## src/rtl/mc_control_if.sv

```systemverilog
// Control bus between the multicycle controller and its datapath.
// master: the controller (decode inputs and flags in, datapath controls out).
// slave:  the datapath (controls in, instruction fields and flags out).
interface mc_control_if;
    logic [5:0] opcode;      // instruction bits [31:26]
    logic [5:0] funct;       // instruction bits [5:0]
    logic       Zero;        // ALU zero flag, same cycle
    logic       mem_ready;   // memory access completes this cycle
    logic [3:0] ALUCtrl;
    logic       ALUSrcA;
    logic [1:0] ALUSrcB;
    logic       IorD;
    logic       MemRead;
    logic       MemWrite;
    logic       IRWrite;
    logic       RegDst;
    logic       MemtoReg;
    logic       RegWrite;
    logic [1:0] PCSrc;
    logic       pc_en;
    logic       illegal_op;
    logic       instr_done;
    logic [3:0] state;

    modport master (
        input  opcode, funct, Zero, mem_ready,
        output ALUCtrl, ALUSrcA, ALUSrcB, IorD, MemRead, MemWrite, IRWrite,
               RegDst, MemtoReg, RegWrite, PCSrc, pc_en, illegal_op,
               instr_done, state
    );

    modport slave (
        output opcode, funct, Zero, mem_ready,
        input  ALUCtrl, ALUSrcA, ALUSrcB, IorD, MemRead, MemWrite, IRWrite,
               RegDst, MemtoReg, RegWrite, PCSrc, pc_en, illegal_op,
               instr_done, state
    );
endinterface

```

## src/rtl/mc_control.sv

```systemverilog
// Multicycle MIPS-subset main controller (Moore FSM).
// Ports: clk, rst (synchronous, active high), bus (mc_control_if.master):
//   opcode/funct/Zero/mem_ready in; ALU, mux, memory, register-file and PC
//   controls out, plus illegal_op/instr_done pulses and the state for debug.
module mc_control (
    input  logic          clk,
    input  logic          rst,
    mc_control_if.master  bus
);
    localparam int unsigned ST_W  = 4;
    localparam int unsigned OP_W  = 6;
    localparam int unsigned ALU_W = 4;

    typedef enum logic [ST_W-1:0] {
        FETCH  = 4'd0,
        DECODE = 4'd1,
        MEMADR = 4'd2,
        MEMRD  = 4'd3,
        MEMWB  = 4'd4,
        MEMWR  = 4'd5,
        EXEC   = 4'd6,
        ALUWB  = 4'd7,
        BRANCH = 4'd8,
        ADDIEX = 4'd9,
        ADDIWB = 4'd10,
        JUMP   = 4'd11
    } state_t;

    localparam logic [OP_W-1:0] OP_RTYPE = 6'h00;
    localparam logic [OP_W-1:0] OP_J     = 6'h02;
    localparam logic [OP_W-1:0] OP_BEQ   = 6'h04;
    localparam logic [OP_W-1:0] OP_ADDI  = 6'h08;
    localparam logic [OP_W-1:0] OP_LW    = 6'h23;
    localparam logic [OP_W-1:0] OP_SW    = 6'h2B;

    localparam logic [ALU_W-1:0] ALU_AND = 4'b0000;
    localparam logic [ALU_W-1:0] ALU_OR  = 4'b0001;
    localparam logic [ALU_W-1:0] ALU_ADD = 4'b0010;
    localparam logic [ALU_W-1:0] ALU_SLL = 4'b0100;
    localparam logic [ALU_W-1:0] ALU_SRL = 4'b0101;
    localparam logic [ALU_W-1:0] ALU_SUB = 4'b0110;
    localparam logic [ALU_W-1:0] ALU_SLT = 4'b0111;

    state_t            state_q;
    state_t            state_d;
    logic [ALU_W-1:0]  alu_ctrl;
    logic              src_a;
    logic [1:0]        src_b;
    logic              iord;
    logic              mem_read;
    logic              mem_write;
    logic              ir_write;
    logic              reg_dst;
    logic              mem_to_reg;
    logic              reg_write;
    logic [1:0]        pc_src;
    logic              pc_write;
    logic              branch;
    logic              illegal;
    logic              done;
    logic              funct_ok;
    logic [ALU_W-1:0]  funct_alu;

    // Supported R-type functions and their ALU operation
    always_comb begin
        funct_ok  = 1'b1;
        funct_alu = ALU_ADD;
        case (bus.funct)
            6'h20:   funct_alu = ALU_ADD;
            6'h22:   funct_alu = ALU_SUB;
            6'h24:   funct_alu = ALU_AND;
            6'h25:   funct_alu = ALU_OR;
            6'h2A:   funct_alu = ALU_SLT;
            6'h00:   funct_alu = ALU_SLL;
            6'h02:   funct_alu = ALU_SRL;
            default: funct_ok  = 1'b0;
        endcase
    end

    // State register
    always_ff @(posedge clk) begin
        if (rst) begin
            state_q <= FETCH;
        end else begin
            state_q <= state_d;
        end
    end

    // Next state and per-state controls
    always_comb begin
        state_d    = FETCH;
        alu_ctrl   = ALU_ADD;
        src_a      = 1'b0;
        src_b      = 2'b00;
        iord       = 1'b0;
        mem_read   = 1'b0;
        mem_write  = 1'b0;
        ir_write   = 1'b0;
        reg_dst    = 1'b0;
        mem_to_reg = 1'b0;
        reg_write  = 1'b0;
        pc_src     = 2'b00;
        pc_write   = 1'b0;
        branch     = 1'b0;
        illegal    = 1'b0;
        done       = 1'b0;

        case (state_q)
            FETCH: begin
                mem_read = 1'b1;
                src_b    = 2'b01;
                ir_write = bus.mem_ready;
                pc_write = bus.mem_ready;
                state_d  = bus.mem_ready ? DECODE : FETCH;
            end
            DECODE: begin
                src_b = 2'b11;
                case (bus.opcode)
                    OP_LW, OP_SW: state_d = MEMADR;
                    OP_BEQ:       state_d = BRANCH;
                    OP_ADDI:      state_d = ADDIEX;
                    OP_J:         state_d = JUMP;
                    OP_RTYPE: begin
                        state_d = funct_ok ? EXEC : FETCH;
                        illegal = ~funct_ok;
                    end
                    default: begin
                        state_d = FETCH;
                        illegal = 1'b1;
                    end
                endcase
            end
            MEMADR: begin
                src_a   = 1'b1;
                src_b   = 2'b10;
                state_d = (bus.opcode == OP_SW) ? MEMWR : MEMRD;
            end
            MEMRD: begin
                iord     = 1'b1;
                mem_read = 1'b1;
                state_d  = bus.mem_ready ? MEMWB : MEMRD;
            end
            MEMWB: begin
                mem_to_reg = 1'b1;
                reg_write  = 1'b1;
                done       = 1'b1;
            end
            MEMWR: begin
                iord      = 1'b1;
                mem_write = 1'b1;
                done      = bus.mem_ready;
                state_d   = bus.mem_ready ? FETCH : MEMWR;
            end
            EXEC: begin
                src_a    = 1'b1;
                alu_ctrl = funct_alu;
                state_d  = ALUWB;
            end
            ALUWB: begin
                reg_dst   = 1'b1;
                reg_write = 1'b1;
                done      = 1'b1;
            end
            BRANCH: begin
                src_a    = 1'b1;
                alu_ctrl = ALU_SUB;
                pc_src   = 2'b01;
                branch   = 1'b1;
                done     = 1'b1;
            end
            ADDIEX: begin
                src_a   = 1'b1;
                src_b   = 2'b10;
                state_d = ADDIWB;
            end
            ADDIWB: begin
                reg_write = 1'b1;
                done      = 1'b1;
            end
            JUMP: begin
                pc_src   = 2'b10;
                pc_write = 1'b1;
                done     = 1'b1;
            end
            default: state_d = FETCH;
        endcase

        // Reset presents FETCH controls immediately, with all enables and pulses quiet
        if (rst) begin
            state_d    = FETCH;
            alu_ctrl   = ALU_ADD;
            src_a      = 1'b0;
            src_b      = 2'b01;
            iord       = 1'b0;
            mem_read   = 1'b1;
            mem_write  = 1'b0;
            ir_write   = 1'b0;
            reg_dst    = 1'b0;
            mem_to_reg = 1'b0;
            reg_write  = 1'b0;
            pc_src     = 2'b00;
            pc_write   = 1'b0;
            branch     = 1'b0;
            illegal    = 1'b0;
            done       = 1'b0;
        end
    end

    assign bus.ALUCtrl    = alu_ctrl;
    assign bus.ALUSrcA    = src_a;
    assign bus.ALUSrcB    = src_b;
    assign bus.IorD       = iord;
    assign bus.MemRead    = mem_read;
    assign bus.MemWrite   = mem_write;
    assign bus.IRWrite    = ir_write;
    assign bus.RegDst     = reg_dst;
    assign bus.MemtoReg   = mem_to_reg;
    assign bus.RegWrite   = reg_write;
    assign bus.PCSrc      = pc_src;
    assign bus.pc_en      = pc_write | (branch & bus.Zero);
    assign bus.illegal_op = illegal;
    assign bus.instr_done = done;
    assign bus.state      = ST_W'(state_q);
endmodule

```

## src/flat_wrapper.sv

```systemverilog
// flat-port wrapper written by rule: the top's interface ports become plain ports
module mc_control_flat 
  (clk, rst, bus_opcode, bus_funct, bus_Zero, bus_mem_ready, bus_ALUCtrl, bus_ALUSrcA, bus_ALUSrcB, bus_IorD, bus_MemRead, bus_MemWrite, bus_IRWrite, bus_RegDst, bus_MemtoReg, bus_RegWrite, bus_PCSrc, bus_pc_en, bus_illegal_op, bus_instr_done, bus_state);
  mc_control_if bus_i ();
  input  logic clk;
  input  logic rst;
  input wire logic [$bits(bus_i.opcode)-1:0] bus_opcode;
  input wire logic [$bits(bus_i.funct)-1:0] bus_funct;
  input wire logic [$bits(bus_i.Zero)-1:0] bus_Zero;
  input wire logic [$bits(bus_i.mem_ready)-1:0] bus_mem_ready;
  output wire logic [$bits(bus_i.ALUCtrl)-1:0] bus_ALUCtrl;
  output wire logic [$bits(bus_i.ALUSrcA)-1:0] bus_ALUSrcA;
  output wire logic [$bits(bus_i.ALUSrcB)-1:0] bus_ALUSrcB;
  output wire logic [$bits(bus_i.IorD)-1:0] bus_IorD;
  output wire logic [$bits(bus_i.MemRead)-1:0] bus_MemRead;
  output wire logic [$bits(bus_i.MemWrite)-1:0] bus_MemWrite;
  output wire logic [$bits(bus_i.IRWrite)-1:0] bus_IRWrite;
  output wire logic [$bits(bus_i.RegDst)-1:0] bus_RegDst;
  output wire logic [$bits(bus_i.MemtoReg)-1:0] bus_MemtoReg;
  output wire logic [$bits(bus_i.RegWrite)-1:0] bus_RegWrite;
  output wire logic [$bits(bus_i.PCSrc)-1:0] bus_PCSrc;
  output wire logic [$bits(bus_i.pc_en)-1:0] bus_pc_en;
  output wire logic [$bits(bus_i.illegal_op)-1:0] bus_illegal_op;
  output wire logic [$bits(bus_i.instr_done)-1:0] bus_instr_done;
  output wire logic [$bits(bus_i.state)-1:0] bus_state;
  assign bus_i.opcode = bus_opcode;
  assign bus_i.funct = bus_funct;
  assign bus_i.Zero = bus_Zero;
  assign bus_i.mem_ready = bus_mem_ready;
  assign bus_ALUCtrl = bus_i.ALUCtrl;
  assign bus_ALUSrcA = bus_i.ALUSrcA;
  assign bus_ALUSrcB = bus_i.ALUSrcB;
  assign bus_IorD = bus_i.IorD;
  assign bus_MemRead = bus_i.MemRead;
  assign bus_MemWrite = bus_i.MemWrite;
  assign bus_IRWrite = bus_i.IRWrite;
  assign bus_RegDst = bus_i.RegDst;
  assign bus_MemtoReg = bus_i.MemtoReg;
  assign bus_RegWrite = bus_i.RegWrite;
  assign bus_PCSrc = bus_i.PCSrc;
  assign bus_pc_en = bus_i.pc_en;
  assign bus_illegal_op = bus_i.illegal_op;
  assign bus_instr_done = bus_i.instr_done;
  assign bus_state = bus_i.state;
  mc_control u_core (.clk(clk), .rst(rst), .bus(bus_i));
endmodule
```

## config.mk

```make
export PLATFORM = sky130hd
export DESIGN_NAME = mc_control_flat
export DESIGN_NICKNAME = d
export VERILOG_FILES = /design/src/rtl/mc_control_if.sv /design/src/rtl/mc_control.sv /design/src/flat_wrapper.sv
export SDC_FILE = /design/constraint.sdc
export NUM_CORES = 1
export LEC_CHECK = 0
export ABC_AREA = 1
export CAP_MARGIN = 20
export CORE_UTILIZATION = 42
export CTS_CLUSTER_DIAMETER = 200
export DETAILED_ROUTE_END_ITERATION = 16
export PLACE_DENSITY = 0.82
export SLEW_MARGIN = 0
export SYNTH_ARGS = -nofsm -noshare
export SYNTH_HDL_FRONTEND = slang
export SYNTH_SLANG_ARGS = --single-unit
```

## constraint.sdc

```tcl
create_clock -name clk -period 2.7 [get_ports clk]
set_input_delay 0.54 -clock clk [delete_from_list [all_inputs] [get_ports clk]]
set_output_delay 0.54 -clock clk [all_outputs]
set_load 0.01 [all_outputs]
```

==> impl_metrics.csv <==
group,metric,value,unit
status,status,"finished, violations left",
status,failed_checks,"DRC",
job,timing.max_cap.violations,0,
floorplanning,floorplan.core_area,1560,µm²
final_layout,largest_register_ff_count,4,
clocking,max_clock_buf_depth,2,
route,met1_length,882,µm
sta,timing.fmax,0.396,GHz
route,detail_route.vias_per_cell,5.14,
route,route.final.wire_length,2.17,mm
final_layout,layout.cells.most_common_list,"30 x sky130_fd_sc_hd__clkdlybuf4s50_1, 27 x sky130_fd_sc_hd__nor2_1, 22 x sky130_fd_sc_hd__nand2_1, 18 x sky130_fd_sc_hd__inv_1, 13 x sky130_fd_sc_hd__buf_4",
hold_path,class_of_the_worst_hold_path,"reg2reg",
grt,grt_total_usage,0.259,
clocking,cts_htree_levels,1,
final_layout,multi_input_comb_area,537,µm²
logic_synthesis,synth_area_per_cell,5.32,µm²
critical_path,setup.worst_path.start_class,"primary input",
sta,drv_slew,0,
floorplanning,dieWidth,43.7,µm
route,avgRoutedWirePerCell,10.6,µm
final_layout,nets,206,
power,cellLeakagePower,0.595,nW
grt,first_global_vias,968,
clocking,worst_skew_pair_later_pin_latency,230,ps
floorplanning,design.portCount,39,
place,place.detailed.hpwl,1.88,mm
clocking,cts.clk_slew.worst_paths,40,ps
route,drtPass1Iterations,10,
final_layout,area_growth,68.8,%
logic_synthesis,synthDistinctLibCells,26,
critical_path,critical_path.max_fanout,7,
final_layout,post-route-util,0.790,
sta,hold-worst-slack,717,ps
floorplanning,chipHeight,43.7,µm
logic_synthesis,netlist_top_cells_area,"sky130_fd_sc_hd__nor2_1 14%, sky130_fd_sc_hd__nand2_1 11%, sky130_fd_sc_hd__dfxtp_1 11%",
clocking,clock-sinks,4,
power,post-layout-total-power,234,µW
clocking,tritoncts,"done",
route,met3_wirelength,138,µm
sta,timing.final.crit_share,0.935,
route,drt_iter0_markers,30,
clocking,clock_tree.root_cell,"sky130_fd_sc_hd__clkbuf_4",
logic_synthesis,ys.warnings.count,0,
route,route.top_layer_used,"met3",
final_layout,final_common_cell,"sky130_fd_sc_hd__clkdlybuf4s50_1",
critical_path,arrival,1990,ps
final_layout,post_route_cells_drive_above_1_share,0.213,
power,power.ir.vdd_worst,0.264,mV
grt,grt_first_pass_wirelength,3.82,mm
sta,setup_violations_final,0,
final_layout,flip_flop_and_latch_area,80.1,µm²
critical_path,setup.reg_to_reg.worst_slack,1480,ps
sta,timing.clock.skew,8.03,ps
route,routed-via-count,1048,
logic_synthesis,synth.top_cell.area_share,0.139,
route,routed_wire_length_on_met2,1.15,mm
sta,fin_crit,2530,ps
grt,overflow,0,
place,number_of_buffers_added_on_ports,37,
logic_synthesis,seq_area_frac_synth,0.110,
logic_synthesis,yosys_register_bits,4,
power,power_density,190,nW/µm²
route,post-route-drc-count,5,
sta,grt_setup_unrepaired,"false",
logic_synthesis,post_synth_inst_count,137,
floorplanning,dieArea,1910,µm²
grt,grt_start_max_net_pins,8,
logic_synthesis,syn-cell-area,729,µm²
critical_path,required,2160,ps
floorplanning,rows,14,
route,drt.antenna.violating_nets,0,
final_layout,num_antenna_cells,0,
place,gp_congestion,0.849,
clocking,numCtsBuffers,3,
critical_path,setup.worst_path.class,"in2out",
logic_synthesis,synth_nets,153,
place,preCtsSetupSlack,-106,ps
floorplanning,floorplan.initialDensity,0.468,
critical_path,setup.worst_path.end_class,"primary output",
grt,antenna_found_initial,0,
sta,setup_slack,175,ps
sta,timing.final.hold_violations,0,
final_layout,final_layout_fill_cell_count,126,
logic_synthesis,post-synth-top-area-cell,"sky130_fd_sc_hd__nor2_1",
-- worst max-delay path, stage by stage --
cell and delay (ps):
sky130_fd_sc_hd__clkdlybuf4s50_1 500, sky130_fd_sc_hd__buf_4 210, sky130_fd_sc_hd__nor3_1 180, sky130_fd_sc_hd__clkdlybuf4s50_1 560
-- where the power goes --
| part | internal (mW) | switching [mW] |
|---|---|---|
| combinational | 0.0500 | 0.0481 |
| clock | 0.0496 | 0.0227 |
| sequential | 0.0608 | 0.00249 |
-- metal layers --
| metal | vias up | global-route usage |
|---|---|---|
| li1 | 542 | - |
| met2 | 43 | 0.525 |
| met3 | 0 | 0.0167 |
| met1 | 463 | 0.294 |
| met4 | 0 | 0.0375 |
| met5 | - | 0 |
-- cell usage after synthesis, drive strengths merged --
| cell | count |
|---|---|
| nor2 | 36 |
| nand4 | 6 |
| inv | 27 |
| a31oi | 2 |
| a211o | 1 |
| o21a | 2 |
| nand3 | 10 |
| or2 | 3 |
| o21ba | 1 |
| o21ai | 4 |
| conb | 1 |
| o211ai | 1 |
| nand2 | 24 |
| buf | 1 |
| dfxtp | 4 |
| clkbuf | 1 |
| a21oi | 9 |
| nor3 | 4 |
-- logic make-up after synthesis --
| group | after synthesis | synth area share |
|---|---|---|
| other | 1 | 0.00514 |
| AND/OR/NAND/NOR | 83 | 0.557 |
| flip-flops | 4 | 0.110 |
| buffers and inverters | 29 | 0.154 |
| AO/OA/AOI/OAI | 20 | 0.173 |
-- final cells by class --
| cell class | instances | area share |
|---|---|---|
| multi-input combinational | 104 | 0.436 |
| clock buffer | 3 | 0.0183 |
| inverter | 27 | 0.0823 |
| timing repair buffer | 50 | 0.382 |
| sequential | 4 | 0.0650 |
| tap | 16 | 0.0163 |
-- per-stage QoR --
step	TNS (ps)	cell area [µm²]	instances
floorplan	0	729	137
global placement	-82.4	1200	200
detailed placement	-197	1200	200
CTS	0	1220	204
global route	0	1230	204
finish	0	1230	204
-- timing repair --
| item | in CTS | in global routing |
|---|---|---|
| hold buffers | 0 | 0 |
| pin swaps | 1 | 0 |
| setup endpoints to repair | 4 | 2 |
| resized for setup | 4 | 3 |
| buffers inserted | 1 | 0 |
-- path summary, 6_finish.rpt --
check	endpoint	depth (start not counted)	from
worst max-delay path	bus_MemtoReg	4	rst
worst min-delay path	u_core.bus.state[1]$_SDFF_PP0_	5	u_core.bus.state[2]$_SDFF_PP0_
worst max register to register	u_core.bus.state[0]$_SDFF_PP0_	6	u_core.bus.state[0]$_SDFF_PP0_
worst min register to register	u_core.bus.state[1]$_SDFF_PP0_	5	u_core.bus.state[2]$_SDFF_PP0_
Note: power is estimated with default switching activity, not from simulation.
